==> config.mk <==
export PLATFORM = sky130hd
export DESIGN_NAME = climate_state_encoder
export DESIGN_NICKNAME = d
export VERILOG_FILES = /design/src/rtl/climate_state_encoder.sv
export SDC_FILE = /design/constraint.sdc
export NUM_CORES = 1
export LEC_CHECK = 0
export BUFFER_PORTS_ARGS = -buffer_cell sky130_fd_sc_hd__buf_2
export CAP_MARGIN = 25
export CORE_MARGIN = 1.5
export CORE_UTILIZATION = 45
export CTS_CLUSTER_SIZE = 12
export DETAILED_ROUTE_END_ITERATION = 10
export PLACE_DENSITY_LB_ADDON = 0.15
export SKIP_CTS_REPAIR_TIMING = 1
export SLEW_MARGIN = 20
export SYNTH_ARGS = -nofsm -noshare
export SYNTH_HDL_FRONTEND = slang
export SYNTH_SLANG_ARGS = --single-unit
==> constraint.sdc <==
create_clock -name clk -period 8.69 [get_ports clk]
set_input_delay 1.738 -clock clk [delete_from_list [all_inputs] [get_ports clk]]
set_output_delay 1.738 -clock clk [all_outputs]
set_load 0.005 [all_outputs]
==> src/rtl/climate_state_encoder.sv <==
// Classifies each temperature sample into a 6-bit zone address {temp, change, dwell}
// using runtime-loadable thresholds and a setpoint dwell counter.
module climate_state_encoder #(
    parameter int TEMP_W      = 7,
    parameter int TIME_W      = 6,
    parameter int CHG_W       = 8,
    parameter int DEF_LB_TEMP = 18,
    parameter int DEF_UB_TEMP = 24,
    parameter int DEF_LB_TIME = 4,
    parameter int DEF_UB_TIME = 32,
    parameter int DEF_LB_CHG  = 2,
    parameter int DEF_UB_CHG  = 2
) (
    input  logic              clk,
    input  logic              rst,
    input  logic              in_valid,
    input  logic [TEMP_W-1:0] temp,
    input  logic [TEMP_W-1:0] desired_temp,
    input  logic              cfg_we,
    input  logic [TEMP_W-1:0] cfg_lb_temp,
    input  logic [TEMP_W-1:0] cfg_ub_temp,
    input  logic [TIME_W-1:0] cfg_lb_time,
    input  logic [TIME_W-1:0] cfg_ub_time,
    input  logic [CHG_W-1:0]  cfg_lb_chg,
    input  logic [CHG_W-1:0]  cfg_ub_chg,
    output logic [5:0]        addr_out,
    output logic              addr_valid,
    output logic [TIME_W-1:0] dwell_count,
    output logic              cfg_err
);

    localparam int DW = ((TEMP_W > CHG_W) ? TEMP_W : CHG_W) + 2;

    logic [TEMP_W-1:0] lbTemp_q, lbTemp_d, ubTemp_q, ubTemp_d;
    logic [TIME_W-1:0] lbTime_q, lbTime_d, ubTime_q, ubTime_d;
    logic [CHG_W-1:0]  lbChg_q, lbChg_d, ubChg_q, ubChg_d;
    logic [TIME_W-1:0] count_q, count_d;
    logic [TEMP_W-1:0] lastDesired_q, lastDesired_d;
    logic              havePrev_q, havePrev_d;
    logic [5:0]        addr_q, addr_d;
    logic              valid_q, valid_d;
    logic              err_q, err_d;

    logic signed [DW-1:0] diff, ubChgS, negLbChgS;
    logic [TIME_W-1:0]    cntNext;
    logic [1:0]           tempZone, chgZone, timeZone;
    logic                 cfgOk;

    // Both operands are zero-extended into a wider signed space so the difference never wraps.
    assign diff      = $signed(DW'(temp)) - $signed(DW'(desired_temp));
    assign ubChgS    = $signed(DW'(ubChg_q));
    assign negLbChgS = -$signed(DW'(lbChg_q));

    assign cfgOk = (cfg_lb_temp < cfg_ub_temp) && (cfg_lb_time < cfg_ub_time);

    always_comb begin
        tempZone = 2'b10;
        if (temp <= lbTemp_q) begin
            tempZone = 2'b01;
        end else if (temp >= ubTemp_q) begin
            tempZone = 2'b11;
        end

        chgZone = 2'b10;
        if (diff > ubChgS) begin
            chgZone = 2'b01;
        end else if (diff < negLbChgS) begin
            chgZone = 2'b11;
        end

        // A new or first setpoint restarts dwell; otherwise count up and stick at all-ones.
        cntNext = '0;
        if (havePrev_q && (desired_temp == lastDesired_q)) begin
            cntNext = (count_q == '1) ? count_q : count_q + TIME_W'(1);
        end

        timeZone = 2'b10;
        if (cntNext <= lbTime_q) begin
            timeZone = 2'b01;
        end else if (cntNext >= ubTime_q) begin
            timeZone = 2'b11;
        end
    end

    always_comb begin
        lbTemp_d      = lbTemp_q;
        ubTemp_d      = ubTemp_q;
        lbTime_d      = lbTime_q;
        ubTime_d      = ubTime_q;
        lbChg_d       = lbChg_q;
        ubChg_d       = ubChg_q;
        count_d       = count_q;
        lastDesired_d = lastDesired_q;
        havePrev_d    = havePrev_q;
        addr_d        = addr_q;
        valid_d       = 1'b0;
        err_d         = err_q;

        if (in_valid) begin
            addr_d        = {tempZone, chgZone, timeZone};
            count_d       = cntNext;
            lastDesired_d = desired_temp;
            havePrev_d    = 1'b1;
            valid_d       = 1'b1;
        end

        // Thresholds load as one set; the sample on this same edge already used the old set.
        if (cfg_we) begin
            if (cfgOk) begin
                lbTemp_d = cfg_lb_temp;
                ubTemp_d = cfg_ub_temp;
                lbTime_d = cfg_lb_time;
                ubTime_d = cfg_ub_time;
                lbChg_d  = cfg_lb_chg;
                ubChg_d  = cfg_ub_chg;
            end else begin
                err_d = 1'b1;
            end
        end
    end

    always_ff @(posedge clk) begin
        if (rst) begin
            lbTemp_q      <= TEMP_W'(DEF_LB_TEMP);
            ubTemp_q      <= TEMP_W'(DEF_UB_TEMP);
            lbTime_q      <= TIME_W'(DEF_LB_TIME);
            ubTime_q      <= TIME_W'(DEF_UB_TIME);
            lbChg_q       <= CHG_W'(DEF_LB_CHG);
            ubChg_q       <= CHG_W'(DEF_UB_CHG);
            count_q       <= '0;
            lastDesired_q <= '0;
            havePrev_q    <= 1'b0;
            addr_q        <= '0;
            valid_q       <= 1'b0;
            err_q         <= 1'b0;
        end else begin
            lbTemp_q      <= lbTemp_d;
            ubTemp_q      <= ubTemp_d;
            lbTime_q      <= lbTime_d;
            ubTime_q      <= ubTime_d;
            lbChg_q       <= lbChg_d;
            ubChg_q       <= ubChg_d;
            count_q       <= count_d;
            lastDesired_q <= lastDesired_d;
            havePrev_q    <= havePrev_d;
            addr_q        <= addr_d;
            valid_q       <= valid_d;
            err_q         <= err_d;
        end
    end

    assign addr_out    = addr_q;
    assign addr_valid  = valid_q;
    assign dwell_count = count_q;
    assign cfg_err     = err_q;

endmodule

; ---- Yosys cells after proc, flatten, opt, wreduce, memory -nomap -nowiden
; Cells that the tools add are included.
[totals]
ff_bits = 64
latchBits = 0
ram_bits = 0
romBits = 0
in_bits = 60
out_inout_bits = 14
n_memories = 0
[op_classes]
addsub = 3
mul = 0
div_mod_pow = 0
n_lt_le_gt_ge = 8
n_eq_ne = 2
shifts = 0
n_mux = 9
bitwise_logic = 1
n_reduce_logical = 4
[ops]
columns = cell, count
row1 = $mux 6, 2
row2 = $lt 8x10->1, 1
row3 = $neg 8->10, 1
row4 = $gt 8x9->1, 1
row5 = $sub 7x7->8, 1
row6 = $eq 7x7->1, 1
row7 = $ge 7x7->1, 1
row8 = $le 7x7->1, 1
row9 = $lt 7x7->1, 1
row10 = $add 6x1->6 const B, 1
row11 = $eq 6x6->1 const B, 1
row12 = $ge 6x6->1, 1
row13 = $le 6x6->1, 1
row14 = $lt 6x6->1, 1
row15 = $mux 2, 3
row16 = $mux 1, 4
row17 = $reduce_and 2->1, 2
row18 = $logic_and 1x1->1, 2
row19 = $not 1->1, 1

; ---- Depth between registers and ports, before layout
; Gate-level depths: netlist (run 1).
[logic_depth]
ltp_word = 6
ltp_mapped = 13
depth_no_buf = 13

; ---- Worst setup path after synthesis (run 1)
; OpenSTA, ideal clock, no wires.
[synth_path]
kind = input-to-reg
from = input desired_temp[2]
to = register addr_q[3] (netlist: addr_out[3])
arrival_ns = 4.002
setup_slack_ns = 4.574
path_stages = 12
path_cell_list = inv_1 > ha_1 > o21ai_0 > a21oi_1 > nor2_1 > ha_1 > o211ai_1 > a211oi_1 > a211oi_1 > o211ai_1 > o2111ai_1 > o21a_1
[synth_via]
elab_chain_cells = 3
[synth_lines]
columns = item, line_no
row1 = start: declaration, 18  ; input logic [TEMP_W-1:0] desired_temp,
row2 = $sub 7x7->8, 50  ; assign diff = $signed(DW'(temp)) - $signed(DW'(desired_temp));
row3 = $gt 8x9->1, 65  ; if (diff > ubChgS) begin
row4 = $mux 2, 65
row5 = end signal: assignment, 146  ; addr_q <= addr_d;
row6 = end: declaration, 40  ; logic [5:0] addr_q, addr_d;
; No other way between the ends.
; A chain may end at the register's enable or synchronous reset.

; ---- Worst setup path in the final report (run 1)
; Same ends and word-level chain as after synthesis.

==> results of run 1 <==
[logic make-up after synthesis]
group	Yosys count
AO/OA/AOI/OAI	172
multiplexers	11
AND/OR/NAND/NOR	133
adder cells (fa/ha/maj)	60
XOR/XNOR	18
buffers and inverters	90
flip-flops	64
[critical path, cell delays in order]
cell and delay (ns):
buf_2 0.10, inv_1 0.04, ha_1 0.37, o21ai_0 0.20, a21oi_1 0.31, nor2_1 0.14
ha_1 0.35, o211ai_1 0.13, a211oi_1 0.48, a211oi_1 0.13, o211ai_1 0.20, o2111ai_1 0.17
o21a_1 0.21
[sequential cells by signal, indices dropped and copies added, names as in the netlist]
register       flops
dwell_count        6
addr_out           6
ubTime_q           6
lastDesired_q      7
havePrev_q         1
lbChg_q            8
addr_valid         1
cfg_err            1
lbTime_q           6
lbTemp_q           7
ubChg_q            8
ubTemp_q           7
[how the worst max path moves through the flow]
stage                          startpoint                        to  slack, ns  cells after the start
after floorplan           desired_temp[2]  addr_out[3]$_SDFFE_PP0P_       4.57                     12
final                     desired_temp[2]  addr_out[3]$_SDFFE_PP0P_       4.35                     13
after global routing      desired_temp[2]  addr_out[2]$_SDFFE_PP0P_       4.17                     13
after CTS                 desired_temp[2]  addr_out[3]$_SDFFE_PP0P_       4.42                     13
after global placement            temp[2]  addr_out[2]$_SDFFE_PP0P_       4.18                     12
after detailed placement  desired_temp[2]  addr_out[3]$_SDFFE_PP0P_       4.09                     13
[metal layers]
layer	routed length (um)	vias up	track usage, %
met5	7	-	0
met3	407	11	3.42
met4	92	2	7.27
met1	5570	1877	29.7
li1	-	2068	-
met2	4820	84	34.2
[power by group]
part	internal, W	switching (W)
registers	0.000312	0.0000108
clock network	0.000108	0.000110
logic	0.0000866	0.000122
total	0.000507	0.000244
[cell type report]
type                       instances  area, um^2  share of cell area (%)
clock buffer                      13         149                    2.96
clock inverter                     1        5.00                  0.0996
inverter                          59         221                    4.41
multi-input combinational        394        2800                    55.7
sequential                        64        1280                    25.5
tap                              133         166                    3.31
timing repair buffer              78         403                    8.02
[Yosys cell counts, types with 2 or more instances]
cell type  number
a21o_1         15
nand2_1         5
nand3_1        45
o21ai_1         3
dfxtp_1        64
o21a_1          4
nor2_1         37
nand4_1         5
nor4b_1         2
o211ai_1        5
and3_1          2
a211o_1         2
or2_2           2
a21oi_1        62
ha_1           58
o211a_1         2
nor2b_1         4
a2111oi_0       2
o21ai_0        49
xor2_1         11
xnor2_1         7
a311oi_1        2
nor4_1          3
mux2i_1        11
or3_1           3
nor3_1          7
a211oi_1        5
nor3b_1         2
nand2b_1        9
nand3b_1        2
buf_2           8
clkbuf_1       20
o21bai_1        2
a311o_1         8
inv_1          59
[metrics by stage]
step           area, um^2  setup slack, ns  util (%)  cells
2_1_floorplan        4430             4.57         -    548
3_3_place_gp         4870             4.18      50.3    728
3_5_place_dp         4870             4.09      50.3    728
4_1_cts              5020             4.42      51.9    742
5_1_grt              5020             4.17      51.9    742
6_report             5020             4.35      51.9    742
==> results.md, run 1 <==
* Number of synthesized flops with an enable pin at 0
* DPL Wire Length at 8.09 mm
* Largest net degree at the start of global routing at 65
* Drt drc at 0
* Maxcap violations at 0
* Mux contribution to synthesized area at between 2 and 2.5%
* Sequential share of the synthesized area at 28.9%
* Most frequent cells in the layout: buf_2, dfxtp_1, a21oi_1, inv_1, ha_1
* Worst-Skew Late Latency at roughly 0.34 ns
* Max clock buf depth at 2
* # clock sinks at 64
* Reg2Reg Depth at 12
* Average size of a mapped cell at 8.09 um^2
* Worst-path clk slew at 0.07 ns
* Adder-cell share of the synthesized area at ~17%
* Hold Crit Class: reg -> reg
* Drt pass-1 iters at 4
* Rows at 36
* Reg2reg setup slack at just under 6 ns
* Slew HR at 53.8%
* Port-buffer cells at 73
* Most common cell after layout, fill and taps aside: buf_2
* Kind of critical path: in -> reg
* Final Slew Violations at 0
* Leakage at 2.28 nW
* Cell Area, Synth at 0.00443 mm^2
* Final wirelength at 10.9 mm
* Total GRT Usage at 21.5%
* Hold path depth at 2
* CTS H-tree lvls at 3
* Worst EP required at 8.93 ns
* Min-delay src: cfg_err$_SDFFE_PP0P_
* First-pass GRT wire length at 17.8 mm
* Initial drt markers at 210
* Power Density at 149 mW/mm^2
* Async SR Flop Fraction at 0%
* Compound-Gate Fraction of Synth Area at 24.5%
* Outcome: finished clean
* End of the worst hold path: cfg_err$_SDFFE_PP0P_
* Worst Setup End Kind: flip-flop
* Fin crit share at 49.9%
* Cell variety after synth at 56
* DR vias/cell at 5.45
* Total number of vias at 4042
* DR WL/cell at 14.7 um
* I/O Pins at 74
* Die X at 102 um
* Worst reg2reg endpoint: addr_out[0]$_SDFFE_PP0P_
* Final Hold Vio Count at 0
* Post-synth top area share at 28.9%
* Vias in the first global route at 3840
* Seq cells post-synth at 64
* Die Height at 102 um
* Simple-gate share of the synthesized area at 15.5%
* Syn Inst Count at 548
* CP startpoint kind: input pin
* Fmax at 231 MHz
* CTS tree: yes
* Ys Warns at 0
* Fraction of layout cells with a size suffix above 1 at around 16%
* Worst VDD drop at roughly 0.084 mV
* Tot Pwr at 0.000750 W
* Post-route ant nets at 0
* CP arrival at 4.58 ns
* Synth Net Count at approximately 670
* Worst hold slack at 0.457 ns
* Fin Clk Skew at between 0.006 and 0.007 ns
* Overflow after GRT at 0
* Measured slew at the worst slew-check pin at about 0.7 ns
* Core Box Area at 0.00968 mm^2
* Top FF cell, synth: dfxtp_1
* RSZ-0062 raised after global routing: false
* Final min period at 4.34 ns
* Final setup vio count at 0
* Ranking of synthesized cells by area: dfxtp_1, ha_1, a21oi_1
* Initial antenna violation count at 1
* Final setup TNS at 0 ns
* Max Fanout on Critical Path at 4
* Total clock buffers created by CTS at 9
* Routability congestion estimate at 0.823
* Largest area contributor in the netlist: dfxtp_1
* Starting Density at 45.8%
* Layout Nets at 725
* Worst reg2reg path startpoint: lastDesired_q[6]$_SDFFE_PP0P_
* # fillers at 976
* Clock root buffer master: clkbuf_8
* Main combinational cell family by area after synthesis: compound AO/OA/AOI/OAI gates
* Xor/xnor cell area share of the yosys netlist at 3.56%
* Die area at 0.0105 mm^2
* ANT cells at 0
* Area Growth Syn to Fin at 13.3%
No activity file was read; power rests on OpenSTA's default activity.
==> run 2, diff against run 1 <==
Clock period 8.69 ns to 4.4 ns, I/O delays scaled along.
==> run 2 against run 1 <==
Register-to-register slack worse by 4.2 ns. Cell count rose by 1.1%. Combinational power grew 100%. Utilization grew 0.74 points. Global-route usage increased by 0.77 points. Largest cell class unchanged. Largest power group unchanged. Highest routed layer unchanged.
==> results.md, run 2 (synthesis gave the netlist of run 1 again) <==
* Max Fanout on Critical Path at 4
* Final Hold Vio Count at 0
* DPL Wire Length at 8.60 mm
* Max clock buf depth at 2
* ANT cells at 0
* Clock root buffer master: clkbuf_8
* Power Density at approximately 300 mW/mm^2
* Maxcap violations at 0
* Routability congestion estimate at 0.881
* Drt drc at 0
* Starting Density at 45.8%
* End of the worst hold path: cfg_err$_SDFFE_PP0P_
* Final min period at 3.43 ns
* DR vias/cell at around 5.4
* Leakage at 2.32 nW
* Initial drt markers at 162
* Worst EP required at between 4 and 5 ns
* First-pass GRT wire length at 18.3 mm
* Hold path depth at 2
* Most frequent cells in the layout: buf_2, dfxtp_1, a21oi_1, inv_1, ha_1
* Port-buffer cells at 73
* CTS H-tree lvls at 3
* Fraction of layout cells with a size suffix above 1 at about 18%
* Largest net degree at the start of global routing at 40
* Tot Pwr at 0.00152 W
* Post-route ant nets at 0
* Worst-path clk slew at 0.07 ns
* Slew HR at 46.4%
* Final Slew Violations at 0
* Drt pass-1 iters at 4
* Kind of critical path: in -> reg
* Vias in the first global route at between 3k and 4k
* Crit-path slowest cell: o21ai_0
* Worst-Skew Late Latency at 0.34 ns
* Final wirelength at 11.3 mm
* DR WL/cell at between 15 and 20 um
* Worst reg2reg path startpoint: lbChg_q[2]$_SDFFE_PP0P_
* Worst reg2reg endpoint: addr_out[2]$_SDFFE_PP0P_
* Reg2reg setup slack at between 1.5 and 2 ns
* Die X at around 100 um
* Measured slew at the worst slew-check pin at 0.805 ns
* Layout Nets at 732
* Fmax at 292 MHz
* Reg2Reg Depth at 8
* Rows at 36
* Total clock buffers created by CTS at 9
* Initial antenna violation count at 1
* Die area at 0.0105 mm^2
* Delay-heaviest family, CP: compound AO/OA/AOI/OAI gates
* Die Height at 102 um
* Outcome: finished clean
* RSZ-0062 raised after global routing: false
* Hold Crit Class: reg -> reg
* Most common cell after layout, fill and taps aside: buf_2
* Area Growth Syn to Fin at 14.9%
* Max incr delay on CP at 0.43 ns
* CP cell instances: buf_2 > inv_1 > ha_1 > o21ai_0 > a21oi_1 > nor2_1 > ha_1 > a21oi_1 > o211ai_1 > a2111oi_4 > o21ai_1 > o2111ai_1 > a31oi_1
* Fin Clk Skew at 0.00897 ns
* CTS tree: yes
* Total number of vias at roughly 4.1k
* Buf/Inv on CP at 2
* Total GRT Usage at about 22%
* # clock sinks at 64
* Worst VDD drop at about 0.12 mV
* I/O Pins at 74
* Fin crit share at between 70% and 80%
* CP startpoint kind: input pin
* Min-delay src: cfg_err$_SDFFE_PP0P_
* Final setup vio count at 0
* Overflow after GRT at 0
* Regs by FF count: lbChg_q: 8 flops, ubChg_q: 8 flops
* Worst Setup End Kind: flip-flop
* CP arrival at around 3.7 ns
* Final setup TNS at 0 ns
* Core Box Area at 0.00968 mm^2
run 2: cell types whose count changed in the layout (fill, tap and decap cells not counted):
cell        before  now
clkbuf_8        10   11
clkbuf_1         3    1
clkinvlp_4       0    1
buf_4            5   12
clkinv_2         1    2
run 2: how the worst max path moves through the flow:
stage / cells past startpoint / endpoint / slack [ns] / start
3_3_place_gp: 13 / addr_out[3]$_SDFFE_PP0P_ / 0.79 / desired_temp[2]
2_1_floorplan: 12 / addr_out[3]$_SDFFE_PP0P_ / 1.14 / desired_temp[2]
4_1_cts: 13 / addr_out[2]$_SDFFE_PP0P_ / 1.04 / desired_temp[2]
3_5_place_dp: 13 / addr_out[2]$_SDFFE_PP0P_ / 0.68 / desired_temp[2]
5_1_grt: 13 / addr_out[2]$_SDFFE_PP0P_ / 0.75 / desired_temp[2]
6_report: 13 / addr_out[2]$_SDFFE_PP0P_ / 0.97 / desired_temp[2]
run 2: worst register-to-register path, delay by kind of cell (launching register included):
kind / cells / cell delay [ns]
AND/OR/NAND/NOR: 3 / 1.14
adder cells (fa/ha/maj): 1 / 0.18
flip-flops: 1 / 0.35
AO/OA/AOI/OAI: 3 / 0.88
XOR/XNOR: 1 / 0.15
run 2: layer usage:
metal	wire length, um	global-route usage (%)	up-vias
met5	7	0	-
met4	199	7.27	2
met3	490	3.42	19
met2	5040	36.3	99
met1	5570	30.3	1859
li1	-	-	2077
run 2: report_power, final:
part,internal (W),switching [W]
combinational,0.000178,0.000247
clock,0.000231,0.000230
sequential,0.000616,0.0000216
run 2: final cells by class:
class                           count  area (um^2)
Clock buffer                       12          155
Tap cell                          133          166
Sequential cell                    64         1280
Inverter                           59          221
Multi-Input combinational cell    394         2800
Timing Repair Buffer               85          455
Fill cell                         982         4590
Clock inverter                      3         17.5
run 2: per-stage QoR:
stage	utilization, %	setup slack (ns)	cell area, um^2	hold WS, ns	cells
global placement	50.8	0.792	4920	0.436	735
global route	52.6	0.748	5090	0.480	750
finish	52.6	0.970	5090	0.455	750
floorplan	-	1.14	4430	0.434	548
detailed placement	50.8	0.681	4920	0.445	735
CTS	52.6	1.04	5090	0.457	750
==> run 3, diff against run 2 <==
Settings changed: ABC_AREA set to 1.
Clock period 4.4 ns to 2.8 ns, I/O delays scaled along.
==> run 3 against run 2 <==
Synthesized area decreased by 3.5%. Setup slack got worse by 0.76 ns. Sequential share of layout area decreased by 0.37 points.
==> results.md, run 3 <==
* Area of the multi-input gates at between 0.002 and 0.003 mm^2
* Layout Nets at a little over 800
* Largest net degree at the start of global routing at 37
* RSZ-0062 raised after global routing: false
* Number of synthesized flops with an enable pin at 0
* Adder-cell share of the synthesized area at 17.4%
* Vias in the first global route at approximately 4k
* GR peak layer: met2
* Sequential share of the synthesized area at 29.9%
* Final Slew Violations at 0
* Max Fanout on Critical Path at 5
* Ys Warns at 0
* M1 GR Usage at 27.9%
* CP startpoint kind: flip-flop
* Core Box Area at approximately 0.0092 mm^2
* Outcome: finished clean
* Final setup vio count at 0
* Most frequent cells in the layout: inv_1, nand2_1, buf_2, a21oi_1, dfxtp_1
* Maxcap violations at 0
* Async SR Flop Fraction at 0%
* I/O Pins at 74
* FF+latch area at 0.00128 mm^2
* Synth cell count leaders: inv_1, nand2_1, a21oi_1
* CTS tree: yes
* Worst EP required at 3.05 ns
* Largest area contributor in the netlist: dfxtp_1
* Cell with the most instances after synthesis: inv_1
* DR vias/cell at 5.00
* Die Height at 101 um
* Final Hold Vio Count at 0
* Ranking of synthesized cells by area: dfxtp_1, ha_1, inv_1
* Fin crit share at 92.5%
* Syn Inst Count at 588
* CP arrival at 2.84 ns
* Worst-path clk slew at 0.09 ns
* Leakage at 2.64 nW
* Final min period at 2.59 ns
* Initial drt markers at 101
* DPL Wire Length at 8.50 mm
* Max clock buf depth at 2
* Total GRT Usage at a little under a quarter
* Power Density at 478 mW/mm^2
* Fraction of layout cells with a size suffix above 1 at 21.7%
* Grt met2 use at 39.7%
* Worst hold slack at 0.464 ns
* Met3 usage at under 10%
* Post-synth top area share at between 20% and 30%
* Measured slew at the worst slew-check pin at 0.470 ns
* Regs by FF count: lbChg_q: 8 flops, ubChg_q: 8 flops
* Worst Setup End Kind: flip-flop
* ANT cells at 0
* Top FF cell, synth: dfxtp_1
* First-pass GRT wire length at ~18 mm
* Die area at 0.0101 mm^2
* Clock root buffer master: clkbuf_8
* Total clock buffers created by CTS at 9
* Slew HR at 68.7%
* # fillers at around 930
* # clock sinks at 64
* Post-route ant nets at 0
* Seq cells post-synth at 64
* Compound-Gate Fraction of Synth Area at a little under a fifth
* Overflow after GRT at 0
* Rows at 35
* Fin Clk Skew at 0.00970 ns
* Post-route core utilization at 56.0%
* Fmax at 386 MHz
* Worst-Skew Late Latency at 0.35 ns
* Port-buffer cells at 73
* Kind of critical path: reg -> reg
* Mux contribution to synthesized area at 0%
* Average size of a mapped cell at 7.28 um^2
* DR WL/cell at 13.0 um
* Initial antenna violation count at 0
* Final wirelength at 10.7 mm
* Xor/xnor cell area share of the yosys netlist at approximately 1.6%
* Simple-gate share of the synthesized area at 20.8%
* Synth Net Count at 707
* Most common cell after layout, fill and taps aside: inv_1
* Cell variety after synth at 42
* Starting Density at 46.3%
* Hold Crit Class: in -> reg
* Total number of vias at approximately 4k
* Drt pass-1 iters at 4
* Cell Area, Synth at 0.00428 mm^2
* Routability congestion estimate at roughly 0.9
* Area Growth Syn to Fin at 20.8%
* Die X at around 100 um
* CTS H-tree lvls at 3
* Main combinational cell family by area after synthesis: simple AND/OR/NAND/NOR gates
* Drt drc at 0
* Worst VDD drop at 0.221 mV
[run 3: changes by cell type in the layout (fill, tap and decap cells not counted), sizes merged, moves of 5 or more]
cell / before / now
nor2: 37 / 44
xor2: 11 / 6
xnor2: 7 / 2
a21o: 15 / 0
mux2i: 11 / 0
buf: 85 / 110
nand2: 5 / 93
inv: 59 / 98
nand2b: 9 / 0
a311o: 8 / 0
[run 3: path summary, 6_finish.rpt]
| kind | start | to | slack, ns | cells past startpoint |
|---|---|---|---|---|
| max | dwell_count[1]$_SDFFE_PP0P_ | addr_out[0]$_SDFFE_PP0P_ | 0.21 | 16 |
| min | cfg_lb_chg[1] | lbChg_q[1]$_SDFFE_PP1P_ | 0.46 | 3 |
| max reg2reg | dwell_count[1]$_SDFFE_PP0P_ | addr_out[0]$_SDFFE_PP0P_ | 0.21 | 16 |
| min reg2reg | lbTime_q[3]$_SDFFE_PP0P_ | lbTime_q[3]$_SDFFE_PP0P_ | 0.47 | 2 |
[run 3: cell families after synthesis]
logic type,after synthesis
adder cells (fa/ha/maj),59
AND/OR/NAND/NOR,201
XOR/XNOR,8
flip-flops,64
buffers and inverters,116
AO/OA/AOI/OAI,140
[run 3: cell type report]
class / count / share of cell area (%)
repair buffers: 110 / 12.4
well taps: 129 / 3.12
clock buffers: 9 / 2.40
multi-input cells: 408 / 49.2
inverters: 97 / 7.04
clock inverters: 7 / 1.06
flip-flops and latches: 64 / 24.8
[run 3: critical path, stage by stage, from the launching register on]
cell and delay [ns]:
dfxtp_1 0.34, ha_1 0.18, inv_1 0.07, nor3_2 0.16, inv_1 0.08, nor2_2 0.11, inv_2 0.07, nor2_4 0.13
nand2_1 0.08, a21oi_2 0.19, ha_1 0.26, a21boi_0 0.12, o21a_1 0.17, o21a_1 0.16, o21a_1 0.16, o21ai_0 0.14
a21oi_1 0.08
[run 3: power breakdown]
part / switching [W] / internal (W) / total [W]
registers: 0.0000380 / 0.000986 / 0.00102
logic: 0.000408 / 0.000302 / 0.000710
clock network: 0.000410 / 0.000328 / 0.000738
[run 3: through the flow]
step	power, W	cells	area (um^2)	TNS [ns]	setup WS, ns
global route	0.00265	824	5170	0	0.00277
floorplan	0.00153	588	4290	0	0.00459
detailed placement	0.00175	808	4960	-0.379	-0.175
CTS	0.00249	824	5140	0	0.162
global placement	0.00174	808	4960	-0.107	-0.0843
finish	0.00247	824	5170	0	0.211
[run 3: routing by layer]
metal	share of wire, %	up-vias
li1	-	2158
met1	46	1864
met2	48	81
met3	3.6	13
met4	1.8	0
met5	0	-
